[src/rtl/uart_pkg.sv]
// uart_pkg: shared definitions for the UART transmit path.
//   - uart_state_e : transmitter FSM states
//   - DEF_CLK_FREQ / DEF_BAUD : default clock and line rate
//   - cnt_width()  : width of a counter that must hold values 0..n-1 (minimum 1 bit)
package uart_pkg;

  typedef enum logic [2:0] {
    ST_IDLE   = 3'd0,
    ST_START  = 3'd1,
    ST_DATA   = 3'd2,
    ST_PARITY = 3'd3,
    ST_STOP   = 3'd4
  } uart_state_e;

  localparam int unsigned DEF_CLK_FREQ = 32'd120_000_000;
  localparam int unsigned DEF_BAUD     = 32'd115_200;

  // Bits needed to count 0..n-1; never less than one bit.
  function automatic int unsigned cnt_width(input int unsigned n);
    return (n <= 32'd2) ? 32'd1 : $clog2(n);
  endfunction

endpackage

[src/rtl/uart_sync_fifo.sv]
// uart_sync_fifo: single-clock FIFO with first-word-fall-through read.
//   clk, rst_n : clock, asynchronous active-low reset
//   push/wdata : write strobe and word; accepted when not full or when popping
//   pop        : removes the head word (ignored when empty)
//   rdata      : head word, valid in the same cycle as pop
//   full       : registered, FIFO holds DEPTH words
//   level      : registered word count
module uart_sync_fifo
  import uart_pkg::*;
#(
  parameter int unsigned WIDTH = 32'd8,
  parameter int unsigned DEPTH = 32'd16
) (
  input  logic                         clk,
  input  logic                         rst_n,
  input  logic                         push,
  input  logic [WIDTH-1:0]             wdata,
  input  logic                         pop,
  output logic [WIDTH-1:0]             rdata,
  output logic                         full,
  output logic [$clog2(DEPTH+1)-1:0]   level
);

  localparam int unsigned PTR_W = cnt_width(DEPTH);
  localparam int unsigned LVL_W = $clog2(DEPTH + 1);
  localparam logic [LVL_W-1:0] LVL_FULL = LVL_W'(DEPTH);
  localparam logic [LVL_W-1:0] LVL_ONE  = LVL_W'(1);
  localparam logic [PTR_W-1:0] PTR_ONE  = PTR_W'(1);

  logic [WIDTH-1:0] mem_q [DEPTH];
  logic [PTR_W-1:0] wr_ptr_q, wr_ptr_d;
  logic [PTR_W-1:0] rd_ptr_q, rd_ptr_d;
  logic [LVL_W-1:0] level_q, level_d;
  logic             full_q, full_d;
  logic             wr_en_s;
  logic             rd_en_s;

  // Write/read enables, pointer advance (DEPTH is a power of 2 so pointers wrap naturally) and count.
  always_comb begin
    rd_en_s  = pop && (level_q != {LVL_W{1'b0}});
    // A full FIFO can still take a word when the head leaves in the same cycle.
    wr_en_s  = push && (!full_q || rd_en_s);
    wr_ptr_d = wr_en_s ? (wr_ptr_q + PTR_ONE) : wr_ptr_q;
    rd_ptr_d = rd_en_s ? (rd_ptr_q + PTR_ONE) : rd_ptr_q;
    case ({wr_en_s, rd_en_s})
      2'b10:   level_d = level_q + LVL_ONE;
      2'b01:   level_d = level_q - LVL_ONE;
      default: level_d = level_q;
    endcase
    full_d = (level_d == LVL_FULL);
  end

  // Pointer, count and full-flag registers.
  always_ff @(posedge clk or negedge rst_n) begin
    if (!rst_n) begin
      wr_ptr_q <= {PTR_W{1'b0}};
      rd_ptr_q <= {PTR_W{1'b0}};
      level_q  <= {LVL_W{1'b0}};
      full_q   <= 1'b0;
    end else begin
      wr_ptr_q <= wr_ptr_d;
      rd_ptr_q <= rd_ptr_d;
      level_q  <= level_d;
      full_q   <= full_d;
    end
  end

  // Storage array; contents are only ever read behind a valid count, so it needs no reset.
  always_ff @(posedge clk) begin
    if (wr_en_s) begin
      mem_q[wr_ptr_q] <= wdata;
    end
  end

  assign rdata = mem_q[rd_ptr_q];
  assign full  = full_q;
  assign level = level_q;

endmodule

[src/rtl/uart_tx_fifo.sv]
// uart_tx_fifo: buffered UART transmitter (start bit, DATA_BITS LSB first,
// optional parity, STOP_BITS stop bits; line idles high).
// Optional feature: define UART_PARITY_EN to insert a parity bit after the data
// bits (even parity, or odd when PARITY_ODD=1).
//   clk, rst_n : clock, asynchronous active-low reset (aborts any frame)
//   send/data  : push one word per cycle send is high
//   full       : FIFO holds FIFO_DEPTH words
//   overflow   : one-cycle pulse when a send was dropped
//   level      : queued words, excluding the frame in flight
//   busy       : frame in flight or words queued
//   tx         : registered serial output
module uart_tx_fifo
  import uart_pkg::*;
#(
  parameter int unsigned CLK_FREQ   = DEF_CLK_FREQ,
  parameter int unsigned BAUD       = DEF_BAUD,
  parameter int unsigned DATA_BITS  = 32'd8,
  parameter int unsigned STOP_BITS  = 32'd1,
  parameter int unsigned FIFO_DEPTH = 32'd16,
  parameter int unsigned PARITY_ODD = 32'd0
) (
  input  logic                              clk,
  input  logic                              rst_n,
  input  logic                              send,
  input  logic [DATA_BITS-1:0]              data,
  output logic                              full,
  output logic                              overflow,
  output logic [$clog2(FIFO_DEPTH+1)-1:0]   level,
  output logic                              busy,
  output logic                              tx
);

  localparam int unsigned CLKS_PER_BIT = CLK_FREQ / BAUD;
  localparam int unsigned BAUD_W = cnt_width(CLKS_PER_BIT);
  localparam int unsigned BIT_W  = cnt_width(DATA_BITS);
  localparam int unsigned LVL_W  = $clog2(FIFO_DEPTH + 1);
  localparam logic [BAUD_W-1:0] BAUD_LAST = BAUD_W'(CLKS_PER_BIT - 32'd1);
  localparam logic [BAUD_W-1:0] BAUD_ZERO = {BAUD_W{1'b0}};
  localparam logic [BAUD_W-1:0] BAUD_ONE  = BAUD_W'(1);
  localparam logic [BIT_W-1:0]  DATA_LAST = BIT_W'(DATA_BITS - 32'd1);
  localparam logic [BIT_W-1:0]  STOP_LAST = BIT_W'(STOP_BITS - 32'd1);
  localparam logic [BIT_W-1:0]  BIT_ZERO  = {BIT_W{1'b0}};
  localparam logic [BIT_W-1:0]  BIT_ONE   = BIT_W'(1);

  uart_state_e           state_q, state_d;
  logic [BAUD_W-1:0]     baud_q, baud_d;
  logic [BIT_W-1:0]      bit_q, bit_d;
  logic [DATA_BITS-1:0]  shift_q, shift_d;
  logic                  tx_q, tx_d;
  logic                  busy_q, busy_d;
  logic                  overflow_q, overflow_d;
  logic                  pop_s;
  logic                  bit_end_s;
  logic                  level_nz_s;
  logic                  fifo_full_s;
  logic [DATA_BITS-1:0]  fifo_rdata_s;
  logic [LVL_W-1:0]      fifo_level_s;
`ifdef UART_PARITY_EN
  localparam logic PAR_INV = (PARITY_ODD != 32'd0);
  logic                  parity_q, parity_d;
`endif

  uart_sync_fifo #(
    .WIDTH (DATA_BITS),
    .DEPTH (FIFO_DEPTH)
  ) u_fifo (
    .clk   (clk),
    .rst_n (rst_n),
    .push  (send),
    .wdata (data),
    .pop   (pop_s),
    .rdata (fifo_rdata_s),
    .full  (fifo_full_s),
    .level (fifo_level_s)
  );

  assign bit_end_s  = (baud_q == BAUD_LAST);
  assign level_nz_s = (fifo_level_s != {LVL_W{1'b0}});

  // Frame sequencer: next state, baud/bit counters, shift register and pop request.
  always_comb begin
    state_d = state_q;
    baud_d  = baud_q;
    bit_d   = bit_q;
    shift_d = shift_q;
    pop_s   = 1'b0;
`ifdef UART_PARITY_EN
    parity_d = parity_q;
`endif
    case (state_q)
      ST_IDLE: begin
        baud_d = BAUD_ZERO;
        bit_d  = BIT_ZERO;
        if (level_nz_s) begin
          pop_s   = 1'b1;
          shift_d = fifo_rdata_s;
`ifdef UART_PARITY_EN
          parity_d = (^fifo_rdata_s) ^ PAR_INV;
`endif
          state_d = ST_START;
        end else begin
          state_d = ST_IDLE;
        end
      end
      ST_START: begin
        if (bit_end_s) begin
          baud_d  = BAUD_ZERO;
          state_d = ST_DATA;
        end else begin
          baud_d = baud_q + BAUD_ONE;
        end
      end
      ST_DATA: begin
        if (bit_end_s) begin
          baud_d  = BAUD_ZERO;
          shift_d = {1'b0, shift_q[DATA_BITS-1:1]};
          if (bit_q == DATA_LAST) begin
            bit_d = BIT_ZERO;
`ifdef UART_PARITY_EN
            state_d = ST_PARITY;
`else
            state_d = ST_STOP;
`endif
          end else begin
            bit_d = bit_q + BIT_ONE;
          end
        end else begin
          baud_d = baud_q + BAUD_ONE;
        end
      end
`ifdef UART_PARITY_EN
      ST_PARITY: begin
        if (bit_end_s) begin
          baud_d  = BAUD_ZERO;
          state_d = ST_STOP;
        end else begin
          baud_d = baud_q + BAUD_ONE;
        end
      end
`endif
      ST_STOP: begin
        if (bit_end_s) begin
          baud_d = BAUD_ZERO;
          if (bit_q == STOP_LAST) begin
            bit_d = BIT_ZERO;
            // Pop on the last stop cycle so a queued word starts with no idle gap.
            if (level_nz_s) begin
              pop_s   = 1'b1;
              shift_d = fifo_rdata_s;
`ifdef UART_PARITY_EN
              parity_d = (^fifo_rdata_s) ^ PAR_INV;
`endif
              state_d = ST_START;
            end else begin
              state_d = ST_IDLE;
            end
          end else begin
            bit_d = bit_q + BIT_ONE;
          end
        end else begin
          baud_d = baud_q + BAUD_ONE;
        end
      end
      default: begin
        state_d = ST_IDLE;
        baud_d  = BAUD_ZERO;
        bit_d   = BIT_ZERO;
      end
    endcase
  end

  // Output decode from the current state: tx, busy and overflow all appear one edge
  // after the state they describe, which keeps every output a plain flop.
  always_comb begin
    case (state_q)
      ST_IDLE:   tx_d = 1'b1;
      ST_START:  tx_d = 1'b0;
      ST_DATA:   tx_d = shift_q[0];
`ifdef UART_PARITY_EN
      ST_PARITY: tx_d = parity_q;
`endif
      ST_STOP:   tx_d = 1'b1;
      default:   tx_d = 1'b1;
    endcase
    busy_d     = (state_q != ST_IDLE) || level_nz_s;
    overflow_d = send && fifo_full_s && !pop_s;
  end

  // Sequencer and output registers.
  always_ff @(posedge clk or negedge rst_n) begin
    if (!rst_n) begin
      state_q    <= ST_IDLE;
      baud_q     <= BAUD_ZERO;
      bit_q      <= BIT_ZERO;
      shift_q    <= {DATA_BITS{1'b0}};
      tx_q       <= 1'b1;
      busy_q     <= 1'b0;
      overflow_q <= 1'b0;
`ifdef UART_PARITY_EN
      parity_q   <= 1'b0;
`endif
    end else begin
      state_q    <= state_d;
      baud_q     <= baud_d;
      bit_q      <= bit_d;
      shift_q    <= shift_d;
      tx_q       <= tx_d;
      busy_q     <= busy_d;
      overflow_q <= overflow_d;
`ifdef UART_PARITY_EN
      parity_q   <= parity_d;
`endif
    end
  end

  assign tx       = tx_q;
  assign busy     = busy_q;
  assign overflow = overflow_q;
  assign full     = fifo_full_s;
  assign level    = fifo_level_s;

endmodule

[config.mk]
export PLATFORM = sky130hd
export DESIGN_NAME = uart_tx_fifo
export DESIGN_NICKNAME = d
export VERILOG_FILES = /design/src/rtl/uart_pkg.sv /design/src/rtl/uart_sync_fifo.sv /design/src/rtl/uart_tx_fifo.sv
export SDC_FILE = /design/constraint.sdc
export NUM_CORES = 1
export LEC_CHECK = 0
export BUFFER_PORTS_ARGS = -buffer_cell sky130_fd_sc_hd__buf_2
export CORE_MARGIN = 2
export CORE_UTILIZATION = 25
export CTS_CLUSTER_DIAMETER = 60
export DETAILED_ROUTE_END_ITERATION = 10
export PLACE_DENSITY = 0.5
export SLEW_MARGIN = 15
export SYNTH_ARGS = -nofsm -noshare
export SYNTH_HDL_FRONTEND = slang
export SYNTH_SLANG_ARGS = --single-unit
[constraint.sdc]
create_clock -name clk -period 4.7 [get_ports clk]
set_input_delay 0.94 -clock clk [delete_from_list [all_inputs] [get_ports clk]]
set_output_delay 0.94 -clock clk [all_outputs]
set_load 0.01 [all_outputs]
==> results.toml <==
[outcome]
status = "finished, final reports clean"

[yosys]
yosysUniqueCellTypes = 60
yosysTopAreaCellShare_pct = 52.1
syn_inst = 488
synthMuxAreaShare_pct = 11.0
ys.flop_type = "edfxtp_1"
synth_seq_cells = 170
synth.area.top_cells = "edfxtp_1, dfrtp_1, mux2i_1"
yosys.area.top_type = "edfxtp_1"
synth.cell_area_um2 = 7370
synth_fa_ha_area_share_pct = 2.21
synth_edf_count = 128
ys_warn_count = 0
synth_compound_area_share_pct = 6.75
synthArstFlopShare_pct = 24.7
synth-xor-area-share_pct = 2.61
synth_seq_area_share_pct = 66.4
synth_top_family_by_area = "multiplexers"
yosys.area_share.simple_pct = 8.82
synth_area_per_cell_um2 = 15.1
syn_nets = 512

[clock_network]
cts.sinks = 170
htreeDepth = 4
holdBufCountCts = 0
post_cts_buffers = 0
cts_inserted_buffers = 17
clk_pin_slew_ps = 70
postCtsResizedCells = 0
clk_latency_ps = 430
clock_path_buffers = 2
cts_tree = "built"
cts_root_buffer = "clkbuf_16"

[pwr]
vdd_ir_drop_max_mv = 0.317
total_power_w = 0.00473
power.density_nw_per_um2 = 557
leakagePower_nw = 3.01

[layout]
drive_gt1_share_pct = 17.6
n_antenna_cell = 0
utilization_pct = 29.4
multiInputGateArea_um2 = 2360
final_cell_mix = "edfxtp_1, mux2i_1, dfrtp_1, nor2_1, a22oi_1"
stdcell_count = 902
n_fill_cell = 2891
seq_area_um2 = 4900
nets = 529
final_common_cell = "edfxtp_1"
syn_to_final_growth_pct = 15.1

[routing]
drt-pass1-iter-count = 4
wl_per_cell_um = 17.1
dr_total_vias = 4038
final_antenna_net_count = 0
totalWireLength_um = 15500
drt_iter0_drc = 266
drc = 0
vias_per_cell = 4.48

[grt]
grt_pass1_vias = 4095
track_usage_pct = 10.4
grt_antenna_before_repair = 0
grt_overflow = 0
grt_max_degree = 43
grt_pass1_wl_um = 24000

[sta]
tightest_slew_ps = 1040
slew-limit-headroom_pct = 30.3
holdWs_ps = 519
fin_skew_ps = 11.1
rsz0062_at_grt = "false"
min_period_ps = 3610
hold_viol = 0
clock.fmax_mhz = 277
fin_crit_sh_pct = 76.8
fin_tns_setup_ps = 0
drv_slew = 0
finalSetupViolCount = 0

[floorplanning]
die_h_um = 176
die_area_um2 = 30900
num_rows = 62
core_area_um2 = 28900
die_x_um = 176
io-pin-count = 20
start_util_pct = 25.6

[placed_design]
hpwl_um = 10100
io_buffers = 19
dp.cells = 870
place_congestion = 0.733

[setup_path]
cpLargestDelayFamily = "simple AND/OR/NAND/NOR gates"
worstSetupStartpoint = "bit_q[0]"
cp.required_ps = 5030
crit_chain = "inv_1 > ha_1 > nor4b_1 > nand4_1 > a31oi_4 > inv_4 > ha_1 > xor2_1 > ha_1 > nor2b_1 > a31oi_1 > o32ai_1 > xor2_1 > nor4bb_1"
cp_max_fo = 11
critPathSlowestCell = "a31oi_4"
path_buf_inv = 2
r2r_start = "bit_q[0]"
worstSetupEndpointType = "flip-flop"
reg2reg_depth = 14
crit_arrival_ps = 3940
startpoint_type = "flip-flop"
crit_type = "flip-flop to flip-flop"
max_stage_delay_ps = 420
cpMostUsedCell = "ha_1"
cp.depth = 14
rrSetupSlack_ps = 1090

[hold_path]
min_path_type = "flip-flop to flip-flop"
hp-start = "baud_q[0]"
min_delay_path_depth = 1

[flow_run]
max_cap_violations = 0
where the power goes:
group          switching, W  total [W]  leakage (nW)  internal [W]
sequential         0.000295    0.00215          1.68       0.00186
clock              0.000651    0.00137         0.284      0.000715
combinational      0.000656    0.00121          1.05      0.000554
state kept, by name, summed over array words and instances (netlist names):
name / cells
u_fifo.mem_q: 128
baud_q: 11
shift_q: 8
u_fifo.level: 5
u_fifo.rd_ptr_q: 4
u_fifo.wr_ptr_q: 4
bit_q: 3
state_q: 3
busy: 1
overflow: 1
tx: 1
u_fifo.full: 1
worst register-to-register path, delay by kind of cell, from the launching register on:
| kind | cells | cell delay (ps) |
|---|---|---|
| AND/OR/NAND/NOR | 4 | 950 |
| buffers and inverters | 2 | 270 |
| adder cells (fa/ha/maj) | 3 | 720 |
| XOR/XNOR | 2 | 370 |
| flip-flops | 1 | 390 |
| AO/OA/AOI/OAI | 3 | 810 |
final cells by class:
type                       count  area share (%)
timing repair buffer          22            1.39
multi-input combinational    284            27.8
sequential                   170            57.7
clock buffer                  17            5.01
tap                          384            5.66
clock inverter                15            1.96
inverter                      10           0.472
metrics by stage:
step / setup WS [ps] / cell area [um^2]
5_1_grt: 708 / 8480
3_5_place_dp: 1120 / 7880
6_report: 1090 / 8480
4_1_cts: 1080 / 8470
3_3_place_gp: 1290 / 7880
2_1_floorplan: 1320 / 7370
synth_stat cells, types with 8 or more instances:
| cell | number |
|---|---|
| a21oi_1 | 8 |
| a22oi_1 | 26 |
| and3_1 | 8 |
| buf_2 | 10 |
| clkbuf_1 | 10 |
| dfrtp_1 | 41 |
| edfxtp_1 | 128 |
| ha_1 | 13 |
| inv_1 | 8 |
| mux2i_1 | 54 |
| nand2_1 | 19 |
| nand3_1 | 16 |
| nor2_1 | 28 |
| nor2b_1 | 10 |
| xnor2_1 | 12 |
| xor2_1 | 10 |
worst paths after layout:
check	endpoint
min in group asynchronous	baud_q[5]
max in group asynchronous	u_fifo.rd_ptr_q[1]
max reg2reg	u_fifo.full
min reg2reg	baud_q[0]
min	baud_q[0]
max	u_fifo.full
per-layer routing:
metal	vias up	share of wire (%)	global-route usage (%)
met2	56	51	17.9
met5	-	0	0
met3	19	3.2	2.08
li1	1904	-	-
met1	2059	44	12.9
met4	0	1.6	4.10
kinds of logic after synthesis:
group,count (synthesis)
DFF,170
and+or+nand+nor,114
muxes,70
AOI/OAI and AO/OA,65
buffers and inverters,34
xor gates and xnor gates,22
adders and majority gates,13
(Power assumes the default switching activity.)
